`config.mk`:
```
export PLATFORM = sky130hd
export DESIGN_NAME = input_port_buffer
export DESIGN_NICKNAME = d
export VERILOG_FILES = /design/src/rtl/noc_pkg.sv /design/src/rtl/flit_fifo.sv /design/src/rtl/input_port_buffer.sv
export SDC_FILE = /design/constraint.sdc
export NUM_CORES = 1
export LEC_CHECK = 0
export BUFFER_PORTS_ARGS = -buffer_cell sky130_fd_sc_hd__buf_2
export CAP_MARGIN = 25
export CORE_MARGIN = 2
export CORE_UTILIZATION = 50
export CTS_BUF_LIST = sky130_fd_sc_hd__clkbuf_4 sky130_fd_sc_hd__clkbuf_8 sky130_fd_sc_hd__clkbuf_16
export DETAILED_ROUTE_END_ITERATION = 6
export MAX_ROUTING_LAYER = met4
export PLACE_DENSITY = 0.68
export REMOVE_ABC_BUFFERS = 1
export SETUP_SLACK_MARGIN = 0.5
export SLEW_MARGIN = 20
export SYNTH_ARGS = -nofsm -noshare
export SYNTH_HDL_FRONTEND = slang
export SYNTH_SLANG_ARGS = --single-unit
```
`constraint.sdc`:
```
create_clock -name clk -period 18.1 [get_ports clk]
set_input_delay 5.43 -clock clk [delete_from_list [all_inputs] [get_ports clk]]
set_output_delay 5.43 -clock clk [all_outputs]
set_load 0.1 [all_outputs]
```
`src/rtl/noc_pkg.sv`:
```
// rtl/noc_pkg.sv - shared NoC constants and input-port FSM encoding
package noc_pkg;

    localparam int FLIT_WIDTH_DEF   = 32;
    localparam int FLITS_PER_PACKET = 4;

    typedef enum logic [0:0] {
        ST_IDLE = 1'b0,
        ST_SEND = 1'b1
    } port_state_e;

endpackage

```
`src/rtl/flit_fifo.sv`:
```
// rtl/flit_fifo.sv - first-word fall-through flit storage with occupancy counter
module flit_fifo
    import noc_pkg::*;
#(
    parameter int FLIT_WIDTH = FLIT_WIDTH_DEF,
    parameter int DEPTH      = 8,
    localparam int AW        = $clog2(DEPTH)
) (
    input  logic                  clk,
    input  logic                  rst,
    // caller only raises push/pop when they are legal (not full unless popping, not empty)
    input  logic                  i_push,
    input  logic                  i_pop,
    input  logic [FLIT_WIDTH-1:0] i_din,
    output logic [FLIT_WIDTH-1:0] o_dout,
    output logic [AW:0]           o_count,
    output logic [AW:0]           o_count_next,
    output logic                  o_full,
    output logic                  o_empty
);

    localparam logic [AW:0]   CNT_FULL = (AW+1)'(DEPTH);
    localparam logic [AW:0]   CNT_ONE  = (AW+1)'(1);
    localparam logic [AW-1:0] PTR_ONE  = AW'(1);

    logic [FLIT_WIDTH-1:0] r_mem [DEPTH];
    logic [AW-1:0]         r_wptr;
    logic [AW-1:0]         r_rptr;
    logic [AW:0]           r_count;
    logic [AW:0]           w_count_next;

    assign o_count      = r_count;
    assign o_count_next = w_count_next;
    assign o_full       = (r_count == CNT_FULL);
    assign o_empty      = (r_count == '0);
    // head flit falls through; forced to zero when empty so stale storage never shows
    assign o_dout       = o_empty ? '0 : r_mem[r_rptr];

    // occupancy after this cycle's push/pop; unchanged when both happen
    always_comb begin
        w_count_next = r_count;
        if (i_push && !i_pop) begin
            w_count_next = r_count + CNT_ONE;
        end else if (!i_push && i_pop) begin
            w_count_next = r_count - CNT_ONE;
        end
    end

    // storage write; no reset needed since pointers define validity
    always_ff @(posedge clk) begin
        if (!rst && i_push) begin
            r_mem[r_wptr] <= i_din;
        end
    end

    // pointers wrap naturally modulo DEPTH (power of two)
    always_ff @(posedge clk) begin
        if (rst) begin
            r_wptr  <= '0;
            r_rptr  <= '0;
            r_count <= '0;
        end else begin
            if (i_push) r_wptr <= r_wptr + PTR_ONE;
            if (i_pop)  r_rptr <= r_rptr + PTR_ONE;
            r_count <= w_count_next;
        end
    end

endmodule

```
`src/rtl/input_port_buffer.sv`:
```
// rtl/input_port_buffer.sv - router input port: flit buffer, packet FSM, ON/OFF flow control
module input_port_buffer
    import noc_pkg::*;
#(
    parameter int FLIT_WIDTH = FLIT_WIDTH_DEF,
    parameter int DEPTH      = 8,
    parameter int OFF_THRESH = DEPTH - 2,
    parameter int ON_THRESH  = DEPTH - 4
) (
    input  logic                  clk,
    input  logic                  rst,
    input  logic [FLIT_WIDTH-1:0] flit_in,
    input  logic                  flit_in_valid,
    output logic                  ON_OFF_signal,
    output logic                  req,
    input  logic                  grant,
    output logic [FLIT_WIDTH-1:0] flit_out,
    output logic                  flit_out_valid,
    output logic                  overflow_err,
    output logic                  underflow_err
);

    localparam int          AW        = $clog2(DEPTH);
    localparam logic [AW:0] OFF_LVL   = (AW+1)'(OFF_THRESH);
    localparam logic [AW:0] ON_LVL    = (AW+1)'(ON_THRESH);
    localparam logic [AW:0] PKT_LVL   = (AW+1)'(FLITS_PER_PACKET);
    localparam logic [1:0]  LAST_FLIT = 2'(FLITS_PER_PACKET - 1);

    logic [AW:0]   w_count;
    logic [AW:0]   w_count_next;
    logic          w_full;
    logic          w_empty;
    logic          w_pop;
    logic          w_push;

    port_state_e   r_state;
    port_state_e   w_state_next;
    logic [1:0]    r_fcnt;
    logic [1:0]    w_fcnt_next;
    logic          w_req;

    // a pop needs a grant and data; a write is accepted unless full without a pop
    assign w_pop          = grant & ~w_empty;
    assign w_push         = flit_in_valid & (~w_full | w_pop);
    assign flit_out_valid = w_pop;
    assign req            = w_req;

    flit_fifo #(
        .FLIT_WIDTH (FLIT_WIDTH),
        .DEPTH      (DEPTH)
    ) u_fifo (
        .clk          (clk),
        .rst          (rst),
        .i_push       (w_push),
        .i_pop        (w_pop),
        .i_din        (flit_in),
        .o_dout       (flit_out),
        .o_count      (w_count),
        .o_count_next (w_count_next),
        .o_full       (w_full),
        .o_empty      (w_empty)
    );

    // packet FSM: request once a whole packet is buffered, hold request until its tail leaves
    always_comb begin
        w_state_next = r_state;
        w_fcnt_next  = r_fcnt;
        w_req        = 1'b0;
        case (r_state)
            ST_IDLE: begin
                w_req = (w_count >= PKT_LVL);
                if (w_pop) begin
                    w_state_next = ST_SEND;
                    w_fcnt_next  = 2'd1;
                end
            end
            ST_SEND: begin
                w_req = 1'b1;
                if (w_pop) begin
                    if (r_fcnt == LAST_FLIT) begin
                        w_state_next = ST_IDLE;
                        w_fcnt_next  = 2'd0;
                    end else begin
                        w_fcnt_next = r_fcnt + 2'd1;
                    end
                end
            end
            default: begin
                w_state_next = ST_IDLE;
                w_fcnt_next  = 2'd0;
            end
        endcase
    end

    // FSM state and flit counter registers; a stalled grant simply holds them
    always_ff @(posedge clk) begin
        if (rst) begin
            r_state <= ST_IDLE;
            r_fcnt  <= 2'd0;
        end else begin
            r_state <= w_state_next;
            r_fcnt  <= w_fcnt_next;
        end
    end

    // ON/OFF with hysteresis, judged on the occupancy this cycle leaves behind
    always_ff @(posedge clk) begin
        if (rst) begin
            ON_OFF_signal <= 1'b0;
        end else if (w_count_next >= OFF_LVL) begin
            ON_OFF_signal <= 1'b1;
        end else if (w_count_next <= ON_LVL) begin
            ON_OFF_signal <= 1'b0;
        end
    end

    // sticky protocol error flags
    always_ff @(posedge clk) begin
        if (rst) begin
            overflow_err  <= 1'b0;
            underflow_err <= 1'b0;
        end else begin
            if (flit_in_valid && w_full && !w_pop) overflow_err  <= 1'b1;
            if (grant && w_empty)                  underflow_err <= 1'b1;
        end
    end

endmodule

```
== Word level (Yosys, flattened, before mapping) ==
Memories as Yosys holds them, arrays and structs flattened. A register that Yosys moved wholly into a read port is not among the register bits.
Cells that the tools add are included.

* Flip-flop bits (word level): 16
* RAM bits: 256
* Input port bits: 36
* Output and inout bits: 37
* Memories: 1
* Logic and storage cells: 57

{| class="wikitable"
|+ Memories
! name !! words !! width !! read ports !! clocked after memory_dff !! wr ports !! RTL line !! RTL
|-
| u_fifo.r_mem || 8 || 32 || 1 || 1 || 1 || flit_fifo.sv:26 || <nowiki>logic [FLIT_WIDTH-1:0] r_mem [DEPTH];</nowiki>
|}

* Add/subtract/negate cells: 5
* Equal/unequal tests: 4
* Multiplexer cells: 18
* Bitwise operators: 6
* Reduce and logical (&&, ||, !) cells: 12
* Magnitude comparators: 3

{| class="wikitable"
|+ Operator list
! cell !! number
|-
| 32-bit 2-to-1 mux || 1
|-
| 4-bit by 3-bit >= comparator with 1-bit output, second input constant || 2
|-
| 4-bit 2-to-1 mux || 2
|-
| 1-bit 2-to-1 mux || 7
|-
| 3-bit by 1-bit adder with 3-bit output, second input constant || 2
|-
| 1-bit logical AND || 6
|-
| 2-bit 2-to-1 mux || 3
|-
| 3-bit 2-to-1 mux || 2
|-
| 4-bit by 1-bit adder with 4-bit output, second input constant || 1
|-
| 4-bit == test, second input constant || 1
|-
| 4-bit by 3-bit less-or-equal comparator with 1-bit output, second input constant || 1
|-
| 4-bit zero test || 1
|-
| 2-bit by 1-bit != test with 1-bit output, second input constant || 2
|-
| 1-bit case mux with 2 select lines || 2
|-
| 2-bit case mux with 2 select lines || 1
|-
| 4-bit by 1-bit subtractor with 4-bit output, second input constant || 1
|-
| 1-bit zero test || 3
|-
| 1-bit inverter || 3
|-
| 2-bit by 1-bit adder with 2-bit output, second input constant || 1
|-
| 1-bit AND || 2
|-
| 2-bit == test, second input constant || 1
|-
| 2-bit AND reduction || 1
|-
| 2-bit nonzero test || 1
|-
| 1-bit OR || 1
|}

== Depth between registers and ports, before layout ==
Gate-level depths: netlist of run 1.

* Word-level depth: 12
* Depth in mapped cells: 8

== Modules after synthesis ==
Synthesis of run 1 repeated with hierarchy kept, for this count alone.

* Cell total of the unflattened synthesis: 480
* Area total of the unflattened synthesis: 10601.4 µm²

{| class="wikitable"
|+ By module, submodules not included
! module !! area an instance (µm²) !! times used !! sequential area each (µm²) !! cells each
|-
| flit_fifo || 10343.7 || 1 || 7947.6 || 452
|-
| input_port_buffer || 257.7 || 1 || 120.1 || 28
|}

== Worst setup path before layout of run 1 ==
Ideal clock, no wire load.

* Path kind: input to output
* Start: input port grant
* End: output port flit_out_valid
* Path buffers: 1
* Setup slack: 6084 ps
* Required time: 12670 ps
* Stages on the path: 2
* Arrival: 6586 ps
* Cell sequence: nor2b_1 > clkbuf_1

* Longest elaborated chain between the ends: 1

{| class="wikitable"
|+ Ends and longest elaborated chain
! item !! RTL line !! RTL
|-
| from (decl) || input_port_buffer.sv:16 || <nowiki>input logic grant,</nowiki>
|-
| 1-bit AND || input_port_buffer.sv:43 || <nowiki>assign w_pop = grant & ~w_empty;</nowiki>
|-
| to (decl) || input_port_buffer.sv:18 || <nowiki>output logic flit_out_valid,</nowiki>
|}

No other way between the ends.

== Worst setup path in the final report of run 1 ==
Ends and elaborated chain as after synthesis.

==> flow_results.xml, run 1 <==
<?xml version="1.0" encoding="UTF-8"?>
<metrics>
  <group name="yosys">
    <metric name="largest_family_of_logic_cells_by_synthesized_area" unit="">multiplexers</metric>
    <metric name="synthAdderAreaFrac" unit="%">0.587</metric>
    <metric name="synth_cell_type_count" unit="">38</metric>
    <metric name="netlist_area" unit="mm2">0.0106</metric>
    <metric name="synth-seq-cells" unit="">275</metric>
    <metric name="synthesis.yosys.warnings" unit="">0</metric>
    <metric name="synth_compound_area_share" unit="%">1.22</metric>
    <metric name="synth.avg_cell_area" unit="um2">20.4</metric>
    <metric name="ys_async_rst_share" unit="%">0</metric>
    <metric name="synth-seq-area-share" unit="%">75.8</metric>
    <metric name="yosys_most_used_dff" unit="">sky130_fd_sc_hd__edfxtp_1</metric>
    <metric name="synthesis.instances" unit="">523</metric>
    <metric name="synth_edf_count" unit="">256</metric>
    <metric name="synth_mux_area_share" unit="%">16.7</metric>
    <metric name="post_synth_xor_area_fraction" unit="%">0.493</metric>
    <metric name="area_share_of_and_or_nand_nor_cells_after_synthesis" unit="%">3.88</metric>
  </group>
  <group name="route">
    <metric name="detail_route.iter0.violations" unit="">330</metric>
    <metric name="vias_per_cell" unit="">5.66</metric>
    <metric name="route.final.wire_length" unit="um">19600</metric>
    <metric name="avgRoutedWirePerCell" unit="um">21.6</metric>
    <metric name="firstDrtPassIters" unit="">4</metric>
    <metric name="drt.antenna.violating_nets" unit="">0</metric>
    <metric name="detailed_route_drc_error_count" unit="">0</metric>
    <metric name="via_count" unit="">5154</metric>
  </group>
  <group name="floorplanning">
    <metric name="die_x" unit="um">150</metric>
    <metric name="top_level_ports" unit="">73</metric>
    <metric name="core.rowCount" unit="">53</metric>
    <metric name="dieArea" unit="mm2">0.0225</metric>
    <metric name="die_h" unit="um">150</metric>
    <metric name="floorplan.initialDensity" unit="%">50.8</metric>
    <metric name="core_area" unit="mm2">0.0210</metric>
  </group>
  <group name="finish">
    <metric name="final_design_utilization" unit="%">58.7</metric>
    <metric name="filler_cell_count" unit="">1573</metric>
    <metric name="layout_area_overhead" unit="%">15.5</metric>
    <metric name="mostFrequentLayoutCells" unit="">sky130_fd_sc_hd__edfxtp_1 (256), sky130_fd_sc_hd__buf_2 (72), sky130_fd_sc_hd__mux4_2 (64)</metric>
    <metric name="drive_gt1_share" unit="%">32.1</metric>
    <metric name="num-nets-final" unit="">653</metric>
    <metric name="layout.cells.most_common" unit="">sky130_fd_sc_hd__edfxtp_1</metric>
  </group>
  <group name="pwr">
    <metric name="power_density" unit="mW/mm2">162</metric>
    <metric name="netSwitchingFraction" unit="%">39.3</metric>
    <metric name="p_leak" unit="nW">3.99</metric>
    <metric name="power.clock.fraction" unit="%">27.3</metric>
    <metric name="pwr-share-comb" unit="%">35.0</metric>
    <metric name="cellInternalPower" unit="mW">1.21</metric>
    <metric name="p_seq_share" unit="%">37.7</metric>
    <metric name="switching_power" unit="mW">0.784</metric>
    <metric name="power.ir.vdd_worst" unit="uV">129</metric>
  </group>
  <group name="setup_path">
    <metric name="worst_r2r_startpoint" unit="">u_fifo.o_count[0]$_SDFF_PP0_</metric>
    <metric name="cp_slowest_stage_delay" unit="ns">0.57</metric>
    <metric name="worstPathArrival" unit="ns">6.72</metric>
    <metric name="reg2regPathDepth" unit="">6</metric>
    <metric name="r2r_end" unit="">u_fifo.r_mem[2][14]$_DFFE_PP_</metric>
    <metric name="timing.critical_path.to_type" unit="">primary output</metric>
    <metric name="timing.critical_path.from_type" unit="">input port</metric>
    <metric name="critical_path.max_fanout" unit="">10</metric>
    <metric name="critPathKind" unit="">input port to primary output</metric>
    <metric name="worst-r2r-setup-slack" unit="ns">15.21</metric>
    <metric name="critical_path.cell_chain" unit="">buf_2 -&gt; nor2b_1 -&gt; buf_2</metric>
    <metric name="path_common_cell" unit="">sky130_fd_sc_hd__buf_2</metric>
    <metric name="critical-path-slowest-cell" unit="">sky130_fd_sc_hd__nor2b_1</metric>
    <metric name="required" unit="ns">12.67</metric>
  </group>
  <group name="place">
    <metric name="finalWeightedCongestion" unit="">0.849</metric>
    <metric name="portBuffers" unit="">72</metric>
    <metric name="hpwl_after_detailed_placement" unit="um">11000</metric>
  </group>
  <group name="worst_hold_path">
    <metric name="timing.hold.worst.class" unit="">flip-flop to flip-flop</metric>
    <metric name="min_path_cells" unit="">2</metric>
    <metric name="hold_end" unit="">overflow_err$_SDFFE_PP0P_</metric>
    <metric name="startpoint_of_the_lowest_slack_hold_path" unit="">overflow_err$_SDFFE_PP0P_</metric>
  </group>
  <group name="sta">
    <metric name="grt_setup_unrepaired" unit="">false</metric>
    <metric name="final-hold-violation-count" unit="">0</metric>
    <metric name="period_minus_slack" unit="ns">12.15</metric>
    <metric name="slew_headroom" unit="%">34.1</metric>
    <metric name="total_setup_violations_reported_at_the_end_of_the_flow" unit="">0</metric>
    <metric name="setup-tns-final" unit="ns">0</metric>
    <metric name="tightestPinTransition" unit="ns">0.989</metric>
    <metric name="report.final.slew_viol_count" unit="">0</metric>
    <metric name="achievable-frequency" unit="MHz">82.3</metric>
    <metric name="timing.clock.skew" unit="ns">0.0123</metric>
    <metric name="fin_crit_sh" unit="%">67.1</metric>
  </group>
  <group name="global_route">
    <metric name="grt_pass1_wl" unit="um">30300</metric>
    <metric name="globalRouteOverflowTotal" unit="">0</metric>
    <metric name="first_global_vias" unit="">5479</metric>
    <metric name="groute.usage.overall" unit="%">18.5</metric>
    <metric name="grt_antenna_before_repair" unit="">3</metric>
    <metric name="grt_start_max_net_pins" unit="">65</metric>
  </group>
  <group name="run">
    <metric name="maxCapViolCount" unit="">0</metric>
  </group>
  <group name="clock_network">
    <metric name="post-cts-setup-buffer-count" unit="">0</metric>
    <metric name="number_of_hold_buffers_added_after_cts" unit="">0</metric>
    <metric name="clock_transition_at_path_regs" unit="ns">0.06</metric>
    <metric name="worstSkewPairLatency" unit="ns">0.53</metric>
    <metric name="largest_buffer_count_on_any_clock_path" unit="">3</metric>
    <metric name="numCtsBuffers" unit="">28</metric>
    <metric name="clock_tree.root_cell" unit="">sky130_fd_sc_hd__clkbuf_16</metric>
    <metric name="post_cts.resized_instances" unit="">0</metric>
    <metric name="tritoncts_num_sinks" unit="">275</metric>
    <metric name="tritoncts" unit="">done</metric>
    <metric name="h_tree_levels" unit="">1</metric>
  </group>
  <group name="run_status">
    <metric name="run_status" unit="">finished, final reports clean</metric>
  </group>
</metrics>
==> how the worst max path moves through the flow <==
stage               start             end  cells after the start
global placement    grant  flit_out_valid                      3
floorplan           grant  flit_out_valid                      1
CTS                 grant  flit_out_valid                      3
finish              grant  flit_out_valid                      3
global route        grant  flit_out_valid                      3
detailed placement  grant  flit_out_valid                      3
==> cell families (layout without fill, tap and decap cells) <==
family | Yosys count | count (layout)
compound gates | 20 | 20
xor+xnor | 6 | 6
fa+ha+maj | 5 | 5
buf+inv | 34 | 143
flops | 275 | 275
mux | 98 | 98
other cells | 0 | 3
simple gates | 85 | 85
==> metrics by stage <==
stage          hold slack, ns  total power [mW]  cell area (um2)  worst slack [ns]  cells
3_5_place_dp            0.465              1.47            11400              5.96    857
5_1_grt                 0.500              2.07            12300              5.84    910
3_3_place_gp            0.450              1.46            11400              6.03    857
4_1_cts                 0.481              2.02            12300              5.96    907
2_1_floorplan           0.444              1.35            10500              5.58    495
6_report                0.477              2.00            12300              5.95    910
==> power by group through the flow <==
stage	clock, mW	sequential [mW]	combinational, mW
6_report	0.545	0.752	0.700
2_1_floorplan	0	0.785	0.567
4_1_cts	0.558	0.753	0.708
5_1_grt	0.582	0.756	0.736
3_5_place_dp	0	0.766	0.706
3_3_place_gp	0	0.765	0.700
==> cell usage after synthesis (3+ instances only) <==
cell	instances	area [um2]
sky130_fd_sc_hd__ha_1	5	62.6
sky130_fd_sc_hd__nor3_1	4	20.0
sky130_fd_sc_hd__clkbuf_1	14	52.6
sky130_fd_sc_hd__dfxtp_1	19	380
sky130_fd_sc_hd__edfxtp_1	256	7690
sky130_fd_sc_hd__o21ai_1	3	15.0
sky130_fd_sc_hd__mux2i_1	34	340
sky130_fd_sc_hd__inv_1	5	18.8
sky130_fd_sc_hd__buf_2	10	50.1
sky130_fd_sc_hd__mux4_2	64	1440
sky130_fd_sc_hd__xor2_1	3	26.3
sky130_fd_sc_hd__nor2_1	50	188
sky130_fd_sc_hd__a21oi_1	7	35.0
sky130_fd_sc_hd__xnor2_1	3	26.3
sky130_fd_sc_hd__nor4b_1	4	35.0
sky130_fd_sc_hd__nand2b_1	4	25.0
sky130_fd_sc_hd__nand2_1	8	30.0
sky130_fd_sc_hd__buf_1	3	11.3
==> per-layer routing <==
| metal | GRT usage (%) | part of all wire, % |
|---|---|---|
| met4 | 5.14 | 2.2 |
| met5 | - | 0 |
| met3 | 3.35 | 5.4 |
| met1 | 23.7 | 43 |
| met2 | 30.7 | 50 |
==> registers in the layout, summed over array words and instances (netlist names), named ones only <==
register and count:
underflow_err 1, r_state 1, overflow_err 1, ON_OFF_signal 1, u_fifo.o_count 4, r_fcnt 2
u_fifo.r_rptr 3, u_fifo.r_wptr 3, u_fifo.r_mem 256
==> critical path, delay by kind of cell <==
family        cells  cell delay, ns
buf+inv           2            0.71
simple gates      1            0.57
==> cell type report <==
cell class              instances  area (um2)  share of cell area [%]
well taps                     275         344                    2.80
flip-flops and latches        275        8080                    65.7
multi-input cells             214        2490                    20.3
inverters                       6        22.5                   0.183
diodes                          3        7.51                  0.0610
clock buffers                  34         763                    6.20
clock inverters                16         121                   0.987
repair buffers                 87         473                    3.84
No activity file was read; power rests on OpenSTA's default activity.
==> inputs of run 2 (changes only) <==
Settings changed: ABC_AREA from default to 1, PLACE_DENSITY 0.68 to 0.7.
Clock period 18.1 ns to 9.91 ns, I/O delays scaled along.
==> run 2 against run 1 <==
Effect of this change: via count is 30% higher; sequential cell count stayed put; synthesized area is 2.7% higher; non-clock buffer count stayed put; worst setup slack worse by 2.8 ns.
==> flow_results.xml, run 2 <==
<?xml version="1.0" encoding="UTF-8"?>
<metrics>
  <group name="setup_path">
    <metric name="worstPathArrival" unit="ns">3.83</metric>
    <metric name="critical_path.cell_chain" unit="">buf_2 -&gt; nand2_4 -&gt; inv_2 -&gt; buf_2</metric>
    <metric name="timing.critical_path.to_type" unit="">primary output</metric>
    <metric name="crit_family" unit="">buffers and inverters</metric>
    <metric name="path_common_cell" unit="">sky130_fd_sc_hd__buf_2</metric>
    <metric name="critical-path-slowest-cell" unit="">sky130_fd_sc_hd__buf_2</metric>
    <metric name="required" unit="ns">6.94</metric>
    <metric name="cp_slowest_stage_delay" unit="ns">0.45</metric>
    <metric name="critPathKind" unit="">input port to primary output</metric>
    <metric name="critical_path.max_fanout" unit="">9</metric>
    <metric name="crit_path_buffers_inverters" unit="">3</metric>
    <metric name="timing.critical_path.from_type" unit="">input port</metric>
  </group>
  <group name="sta">
    <metric name="setup-tns-final" unit="ns">0</metric>
    <metric name="fin_crit_sh" unit="%">68.7</metric>
    <metric name="report.final.slew_viol_count" unit="">0</metric>
    <metric name="total_setup_violations_reported_at_the_end_of_the_flow" unit="">0</metric>
    <metric name="period_minus_slack" unit="ns">6.80</metric>
    <metric name="grt_setup_unrepaired" unit="">false</metric>
    <metric name="tightestPinTransition" unit="ns">1.00</metric>
    <metric name="slew_headroom" unit="%">33.3</metric>
    <metric name="timing.clock.skew" unit="ns">0.00501</metric>
    <metric name="achievable-frequency" unit="MHz">147</metric>
    <metric name="fin_ws" unit="ns">3.11</metric>
    <metric name="final-hold-violation-count" unit="">0</metric>
  </group>
  <group name="clock_network">
    <metric name="h_tree_levels" unit="">1</metric>
    <metric name="post-cts-setup-buffer-count" unit="">0</metric>
    <metric name="tritoncts_num_sinks" unit="">275</metric>
    <metric name="number_of_hold_buffers_added_after_cts" unit="">0</metric>
    <metric name="clock_tree.root_cell" unit="">sky130_fd_sc_hd__clkbuf_16</metric>
    <metric name="largest_buffer_count_on_any_clock_path" unit="">3</metric>
    <metric name="tritoncts" unit="">done</metric>
    <metric name="numCtsBuffers" unit="">27</metric>
    <metric name="clock_transition_at_path_regs" unit="ns">0.06</metric>
    <metric name="worstSkewPairLatency" unit="ns">0.53</metric>
    <metric name="post_cts.resized_instances" unit="">0</metric>
  </group>
  <group name="pwr">
    <metric name="p_leak" unit="nW">4.27</metric>
    <metric name="power.ir.vdd_worst" unit="uV">173</metric>
    <metric name="totalPowerFinal" unit="mW">3.20</metric>
    <metric name="power_density" unit="mW/mm2">259</metric>
  </group>
  <group name="floorplanning">
    <metric name="dieArea" unit="mm2">0.0231</metric>
    <metric name="die_h" unit="um">152</metric>
    <metric name="core_area" unit="mm2">0.0216</metric>
    <metric name="floorplan.initialDensity" unit="%">50.6</metric>
    <metric name="core.rowCount" unit="">54</metric>
    <metric name="die_x" unit="um">152</metric>
    <metric name="top_level_ports" unit="">73</metric>
  </group>
  <group name="finish">
    <metric name="register_area" unit="mm2">0.00808</metric>
    <metric name="multi_input_area" unit="mm2">0.00255</metric>
    <metric name="design_area" unit="mm2">0.0124</metric>
    <metric name="layout.cells.most_common" unit="">sky130_fd_sc_hd__edfxtp_1</metric>
    <metric name="register_name_with_the_most_flops" unit="">u_fifo.r_mem</metric>
    <metric name="drive_gt1_share" unit="%">16.0</metric>
    <metric name="mostFrequentLayoutCells" unit="">sky130_fd_sc_hd__edfxtp_1 (256), sky130_fd_sc_hd__nor2_1 (235), sky130_fd_sc_hd__o21ai_0 (181)</metric>
    <metric name="num-nets-final" unit="">986</metric>
    <metric name="layout_area_overhead" unit="%">13.0</metric>
    <metric name="insertedDiodeCount" unit="">0</metric>
    <metric name="filler_cell_count" unit="">1762</metric>
    <metric name="largest_reg_flops" unit="">256</metric>
  </group>
  <group name="yosys">
    <metric name="synth_edf_count" unit="">256</metric>
    <metric name="synth.avg_cell_area" unit="um2">12.4</metric>
    <metric name="synth-seq-cells" unit="">275</metric>
    <metric name="synthMostInstantiatedCell" unit="">sky130_fd_sc_hd__edfxtp_1</metric>
    <metric name="synth.largest_area_cell" unit="">sky130_fd_sc_hd__edfxtp_1</metric>
    <metric name="synth-seq-area-share" unit="%">73.8</metric>
    <metric name="synth.area.top_cells" unit="">sky130_fd_sc_hd__edfxtp_1 (70%), sky130_fd_sc_hd__o21ai_0 (8.3%), sky130_fd_sc_hd__nor2_1 (8.2%)</metric>
    <metric name="netlist_area" unit="mm2">0.0109</metric>
    <metric name="yosys_most_used_dff" unit="">sky130_fd_sc_hd__edfxtp_1</metric>
    <metric name="post-synth-top-area-fraction" unit="%">70.3</metric>
    <metric name="ys_async_rst_share" unit="%">0</metric>
    <metric name="synth_top_cells_by_count" unit="">sky130_fd_sc_hd__edfxtp_1 (256), sky130_fd_sc_hd__nor2_1 (239), sky130_fd_sc_hd__o21ai_0 (181)</metric>
    <metric name="synthesis.yosys.warnings" unit="">0</metric>
    <metric name="synthesis.instances" unit="">882</metric>
    <metric name="synth_cell_type_count" unit="">34</metric>
  </group>
  <group name="place">
    <metric name="hpwl_after_detailed_placement" unit="um">11500</metric>
    <metric name="finalWeightedCongestion" unit="">0.768</metric>
    <metric name="place_ws" unit="ns">3.11</metric>
    <metric name="placed_area" unit="mm2">0.0115</metric>
    <metric name="portBuffers" unit="">72</metric>
  </group>
  <group name="global_route">
    <metric name="met2_usage" unit="%">32.8</metric>
    <metric name="first_global_vias" unit="">6498</metric>
    <metric name="grt_most_used_layer" unit="">met2</metric>
    <metric name="globalRouteOverflowTotal" unit="">0</metric>
    <metric name="grt_antenna_before_repair" unit="">0</metric>
    <metric name="met1_usage" unit="%">24.4</metric>
    <metric name="met3_usage" unit="%">3.31</metric>
    <metric name="grt_pass1_wl" unit="um">34200</metric>
    <metric name="grt_start_max_net_pins" unit="">93</metric>
    <metric name="groute.usage.overall" unit="%">19.2</metric>
  </group>
  <group name="worst_hold_path">
    <metric name="timing.hold.worst.class" unit="">flip-flop to flip-flop</metric>
  </group>
  <group name="route">
    <metric name="detail_route.iter0.violations" unit="">530</metric>
    <metric name="route.final.wire_length" unit="um">21800</metric>
    <metric name="firstDrtPassIters" unit="">7</metric>
    <metric name="via_count" unit="">6718</metric>
    <metric name="detailed_route_drc_error_count" unit="">0</metric>
    <metric name="vias_per_cell" unit="">5.40</metric>
    <metric name="drt.antenna.violating_nets" unit="">0</metric>
    <metric name="avgRoutedWirePerCell" unit="um">17.5</metric>
  </group>
  <group name="run_status">
    <metric name="run_status" unit="">finished, final reports clean</metric>
  </group>
  <group name="run">
    <metric name="maxCapViolCount" unit="">0</metric>
  </group>
</metrics>
==> run 2: cell count changes in the layout (fill, tap and decap cells not counted), moves of 17 or more <==
cell	before	now
sky130_fd_sc_hd__mux2i_1	34	0
sky130_fd_sc_hd__o21ai_1	3	20
sky130_fd_sc_hd__mux4_2	64	0
sky130_fd_sc_hd__o21ai_0	0	181
sky130_fd_sc_hd__a31oi_1	1	32
sky130_fd_sc_hd__nor2_1	48	235
==> run 2: final timing paths <==
path | depth (start not counted) | endpoint | from | slack (ns)
hold reg to reg | 1 | r_fcnt[0]$_SDFFE_PP0P_ | r_fcnt[0]$_SDFFE_PP0P_ | 0.45
hold / removal | 1 | r_fcnt[0]$_SDFFE_PP0P_ | r_fcnt[0]$_SDFFE_PP0P_ | 0.45
setup reg to reg | 8 | u_fifo.r_mem[3][31]$_DFFE_PP_ | u_fifo.o_count[0]$_SDFF_PP0_ | 7.03
setup / recovery | 4 | flit_out_valid | grant | 3.11
==> run 2: metal layers <==
metal,routed length (um),part of all wire (%)
met5,0,0
met1,9400,43
met2,10800,49
met3,1360,6.2
met4,277,1.3
==> run 2: area by class of cell <==
| type | instances | area share, % |
|---|---|---|
| Sequential cell | 275 | 65.3 |
| Multi-Input combinational cell | 534 | 20.7 |
| Clock buffer | 39 | 6.20 |
| Timing Repair Buffer | 87 | 3.93 |
| Tap cell | 280 | 2.83 |
| Inverter | 20 | 0.618 |
| Clock inverter | 10 | 0.415 |
==> run 2: worst register-to-register path, cell delays in order (launching register included) <==
cell and delay, ns:
sky130_fd_sc_hd__dfxtp_1 0.41, sky130_fd_sc_hd__inv_1 0.08, sky130_fd_sc_hd__ha_1 0.29, sky130_fd_sc_hd__nand3_2 0.15, sky130_fd_sc_hd__nand2_1 0.17, sky130_fd_sc_hd__nor2_1 0.17, sky130_fd_sc_hd__nand2_1 0.25, sky130_fd_sc_hd__nor2_4 0.57
sky130_fd_sc_hd__buf_4 0.44
==> run 2: power breakdown <==
part | internal [mW] | total (mW) | switching [mW]
Clock | 0.536 | 0.935 | 0.399
Combinational | 0.170 | 0.932 | 0.763
Sequential | 1.30 | 1.33 | 0.0301
Total | 2.01 | 3.20 | 1.19
==> run 2: logic make-up (layout without fill, tap and decap cells) <==
family                   Yosys count  in the layout  share of synthesized area (%)
adder cells (fa/ha/maj)            5              5                          0.572
buffers and inverters             73            156                           3.36
AO/OA/AOI/OAI                    245            245                           11.7
AND/OR/NAND/NOR                  280            280                           10.3
flip-flops                       275            275                           73.8
XOR/XNOR                           4              4                          0.320
==> run 2: through the flow <==
stage | cells | utilization, % | hold slack (ns)
floorplan | 829 | - | 0.429
global placement | 1195 | 53.3 | 0.438
detailed placement | 1196 | 53.4 | 0.440
CTS | 1245 | 57.2 | 0.450
global route | 1245 | 57.2 | 0.469
finish | 1245 | 57.2 | 0.451
==> inputs of run 3 (changes only) <==
Settings changed: ABC_AREA 1 to 0, PLACE_DENSITY 0.7 to 0.68.
Clock period 9.91 ns to 6.7 ns, I/O delays scaled along.
==> run 3 against run 2 <==
Effect of this change: non-clock buffer count rose by 3; worst hold slack better by 0.017 ns; clock skew up 0.0090 ns; global-route usage shrank 0.40 points; utilization is 2.1 points higher; clock-buffer cell count is 10 lower; die area is 2.6% lower; combinational power up 110%; first-iteration DRC count fell by 33%; clock power rose by 71%; sequential cell count did not move; critical endpoint unchanged; via count shrank 24%.
==> flow_results.xml, run 3 (synthesis results as in run 1) <==
<?xml version="1.0" encoding="UTF-8"?>
<metrics>
  <group name="setup_path">
    <metric name="r2r_end" unit="">u_fifo.r_mem[1][24]$_DFFE_PP_</metric>
    <metric name="critical_path.max_fanout" unit="">10</metric>
    <metric name="worstSetupStartpoint" unit="">grant</metric>
    <metric name="worst-r2r-setup-slack" unit="ns">3.94</metric>
    <metric name="critPathKind" unit="">input port to primary output</metric>
    <metric name="timing.critical_path.from_type" unit="">input port</metric>
    <metric name="worst_r2r_startpoint" unit="">u_fifo.o_count[0]$_SDFF_PP0_</metric>
    <metric name="reg2regPathDepth" unit="">7</metric>
    <metric name="timing.critical_path.to_type" unit="">primary output</metric>
    <metric name="required" unit="ns">4.69</metric>
    <metric name="worstPathArrival" unit="ns">3.30</metric>
  </group>
  <group name="finish">
    <metric name="layout.cells.most_common" unit="">sky130_fd_sc_hd__edfxtp_1</metric>
    <metric name="mostFrequentLayoutCells" unit="">sky130_fd_sc_hd__edfxtp_1 (256), sky130_fd_sc_hd__buf_2 (72), sky130_fd_sc_hd__mux4_2 (64)</metric>
    <metric name="register_name_with_the_most_flops" unit="">u_fifo.r_mem</metric>
    <metric name="register_area" unit="mm2">0.00808</metric>
    <metric name="largest_reg_flops" unit="">256</metric>
    <metric name="num-nets-final" unit="">655</metric>
    <metric name="multi_input_area" unit="mm2">0.00249</metric>
    <metric name="layout_area_overhead" unit="%">16.7</metric>
    <metric name="finish.cell_count_without_fillers" unit="">912</metric>
    <metric name="drive_gt1_share" unit="%">33.4</metric>
    <metric name="filler_cell_count" unit="">1537</metric>
  </group>
  <group name="worst_hold_path">
    <metric name="hold_end" unit="">overflow_err$_SDFFE_PP0P_</metric>
    <metric name="min_path_cells" unit="">2</metric>
    <metric name="startpoint_of_the_lowest_slack_hold_path" unit="">overflow_err$_SDFFE_PP0P_</metric>
    <metric name="timing.hold.worst.class" unit="">flip-flop to flip-flop</metric>
  </group>
  <group name="sta">
    <metric name="setup-tns-final" unit="ns">0</metric>
    <metric name="total_setup_violations_reported_at_the_end_of_the_flow" unit="">0</metric>
    <metric name="tightestPinTransition" unit="ns">0.972</metric>
    <metric name="final-hold-violation-count" unit="">0</metric>
    <metric name="report.final.slew_viol_count" unit="">0</metric>
    <metric name="hold_ws" unit="ns">0.468</metric>
    <metric name="grt_setup_unrepaired" unit="">false</metric>
    <metric name="fin_crit_sh" unit="%">79.3</metric>
    <metric name="period_minus_slack" unit="ns">5.31</metric>
    <metric name="slew_headroom" unit="%">35.2</metric>
    <metric name="timing.clock.skew" unit="ns">0.0140</metric>
    <metric name="fin_ws" unit="ns">1.39</metric>
    <metric name="achievable-frequency" unit="MHz">188</metric>
  </group>
  <group name="pwr">
    <metric name="cellInternalPower" unit="mW">3.40</metric>
    <metric name="p_seq_share" unit="%">36.5</metric>
    <metric name="switching_power" unit="mW">2.16</metric>
    <metric name="power_density" unit="mW/mm2">447</metric>
    <metric name="power.ir.vdd_worst" unit="uV">379</metric>
    <metric name="power.clock.fraction" unit="%">28.9</metric>
    <metric name="p_leak" unit="nW">4.04</metric>
    <metric name="totalPowerFinal" unit="mW">5.56</metric>
    <metric name="netSwitchingFraction" unit="%">38.8</metric>
    <metric name="pwr-share-comb" unit="%">34.7</metric>
  </group>
  <group name="floorplanning">
    <metric name="core_area" unit="mm2">0.0210</metric>
    <metric name="core.rowCount" unit="">53</metric>
    <metric name="dieArea" unit="mm2">0.0225</metric>
    <metric name="die_x" unit="um">150</metric>
    <metric name="die_h" unit="um">150</metric>
    <metric name="top_level_ports" unit="">73</metric>
    <metric name="floorplan.initialDensity" unit="%">50.8</metric>
  </group>
  <group name="clock_network">
    <metric name="number_of_hold_buffers_added_after_cts" unit="">0</metric>
    <metric name="numCtsBuffers" unit="">27</metric>
    <metric name="tritoncts" unit="">done</metric>
    <metric name="post-cts-setup-buffer-count" unit="">0</metric>
    <metric name="h_tree_levels" unit="">1</metric>
    <metric name="clock_tree.root_cell" unit="">sky130_fd_sc_hd__clkbuf_16</metric>
    <metric name="worstSkewPairLatency" unit="ns">0.52</metric>
    <metric name="post_cts.resized_instances" unit="">0</metric>
    <metric name="largest_buffer_count_on_any_clock_path" unit="">3</metric>
    <metric name="tritoncts_num_sinks" unit="">275</metric>
    <metric name="clock_transition_at_path_regs" unit="ns">0.07</metric>
  </group>
  <group name="route">
    <metric name="route.final.wire_length" unit="um">20200</metric>
    <metric name="via_count" unit="">5138</metric>
    <metric name="firstDrtPassIters" unit="">4</metric>
    <metric name="detail_route.iter0.violations" unit="">355</metric>
    <metric name="drt.antenna.violating_nets" unit="">0</metric>
    <metric name="avgRoutedWirePerCell" unit="um">22.1</metric>
    <metric name="detailed_route_drc_error_count" unit="">0</metric>
    <metric name="vias_per_cell" unit="">5.63</metric>
  </group>
  <group name="place">
    <metric name="place_inst" unit="">859</metric>
    <metric name="hpwl_after_detailed_placement" unit="um">11500</metric>
    <metric name="finalWeightedCongestion" unit="">0.853</metric>
    <metric name="place_ws" unit="ns">1.39</metric>
    <metric name="portBuffers" unit="">72</metric>
  </group>
  <group name="global_route">
    <metric name="globalRouteOverflowTotal" unit="">0</metric>
    <metric name="groute.usage.overall" unit="%">18.8</metric>
    <metric name="first_global_vias" unit="">5358</metric>
    <metric name="grt_antenna_before_repair" unit="">2</metric>
    <metric name="grt_pass1_wl" unit="um">30600</metric>
    <metric name="grt_start_max_net_pins" unit="">65</metric>
  </group>
  <group name="run">
    <metric name="maxCapViolCount" unit="">0</metric>
  </group>
  <group name="run_status">
    <metric name="run_status" unit="">finished, final reports clean</metric>
  </group>
</metrics>
[run 3: cell types whose count changed in the layout (fill, tap and decap cells not counted), sizes merged, moves of 10 or more]
cell and delta:
nand2 -12, mux2i +34, mux4 +64, a31oi -31, o21ai -199, inv -12, clkbuf -10, nor2 -191
[run 3: metrics by stage]
step / utilization (%) / instance area, um2
global placement: 54.5 / 11400
CTS: 59.1 / 12400
floorplan: - / 10500
finish: 59.3 / 12400
global route: 59.3 / 12400
detailed placement: 54.5 / 11400
[run 3: worst max-delay path, stage by stage]
cell                      delay [ns]
sky130_fd_sc_hd__buf_2          0.17
sky130_fd_sc_hd__nor2b_1        0.58
sky130_fd_sc_hd__buf_2          0.55
[run 3: worst max path at each step]
stage          depth (start not counted)              to  slack, ns
3_3_place_gp                           3  flit_out_valid       1.48
2_1_floorplan                          3     flit_out[0]       0.09
4_1_cts                                3  flit_out_valid       1.38
6_report                               3  flit_out_valid       1.39
3_5_place_dp                           3  flit_out_valid       1.39
5_1_grt                                3  flit_out_valid       1.29
[run 3: final cells by class]
| class | count | share of cell area (%) |
|---|---|---|
| clock inverter | 21 | 2.23 |
| sequential | 275 | 65.0 |
| multi-input combinational | 214 | 20.1 |
| antenna | 2 | 0.0403 |
| inverter | 6 | 0.181 |
| tap | 275 | 2.77 |
| clock buffer | 29 | 5.56 |
| timing repair buffer | 90 | 4.15 |
[run 3: routing by layer]
metal / routed length, um / global-route usage (%) / vias up
li1: - / - / 2314
met5: 0 / - / -
met1: 8550 / 24.6 / 2690
met4: 206 / 3.63 / 0
met2: 10400 / 31.5 / 118
met3: 1030 / 3.41 / 16
[run 3: power by group through the flow]
stage	clock network [mW]	logic [mW]	registers (mW)
finish	1.60	1.93	2.03
global route	1.70	2.02	2.04
CTS	1.64	1.88	2.07
detailed placement	0	1.88	2.11
global placement	0	1.86	2.10
floorplan	0	1.53	2.12
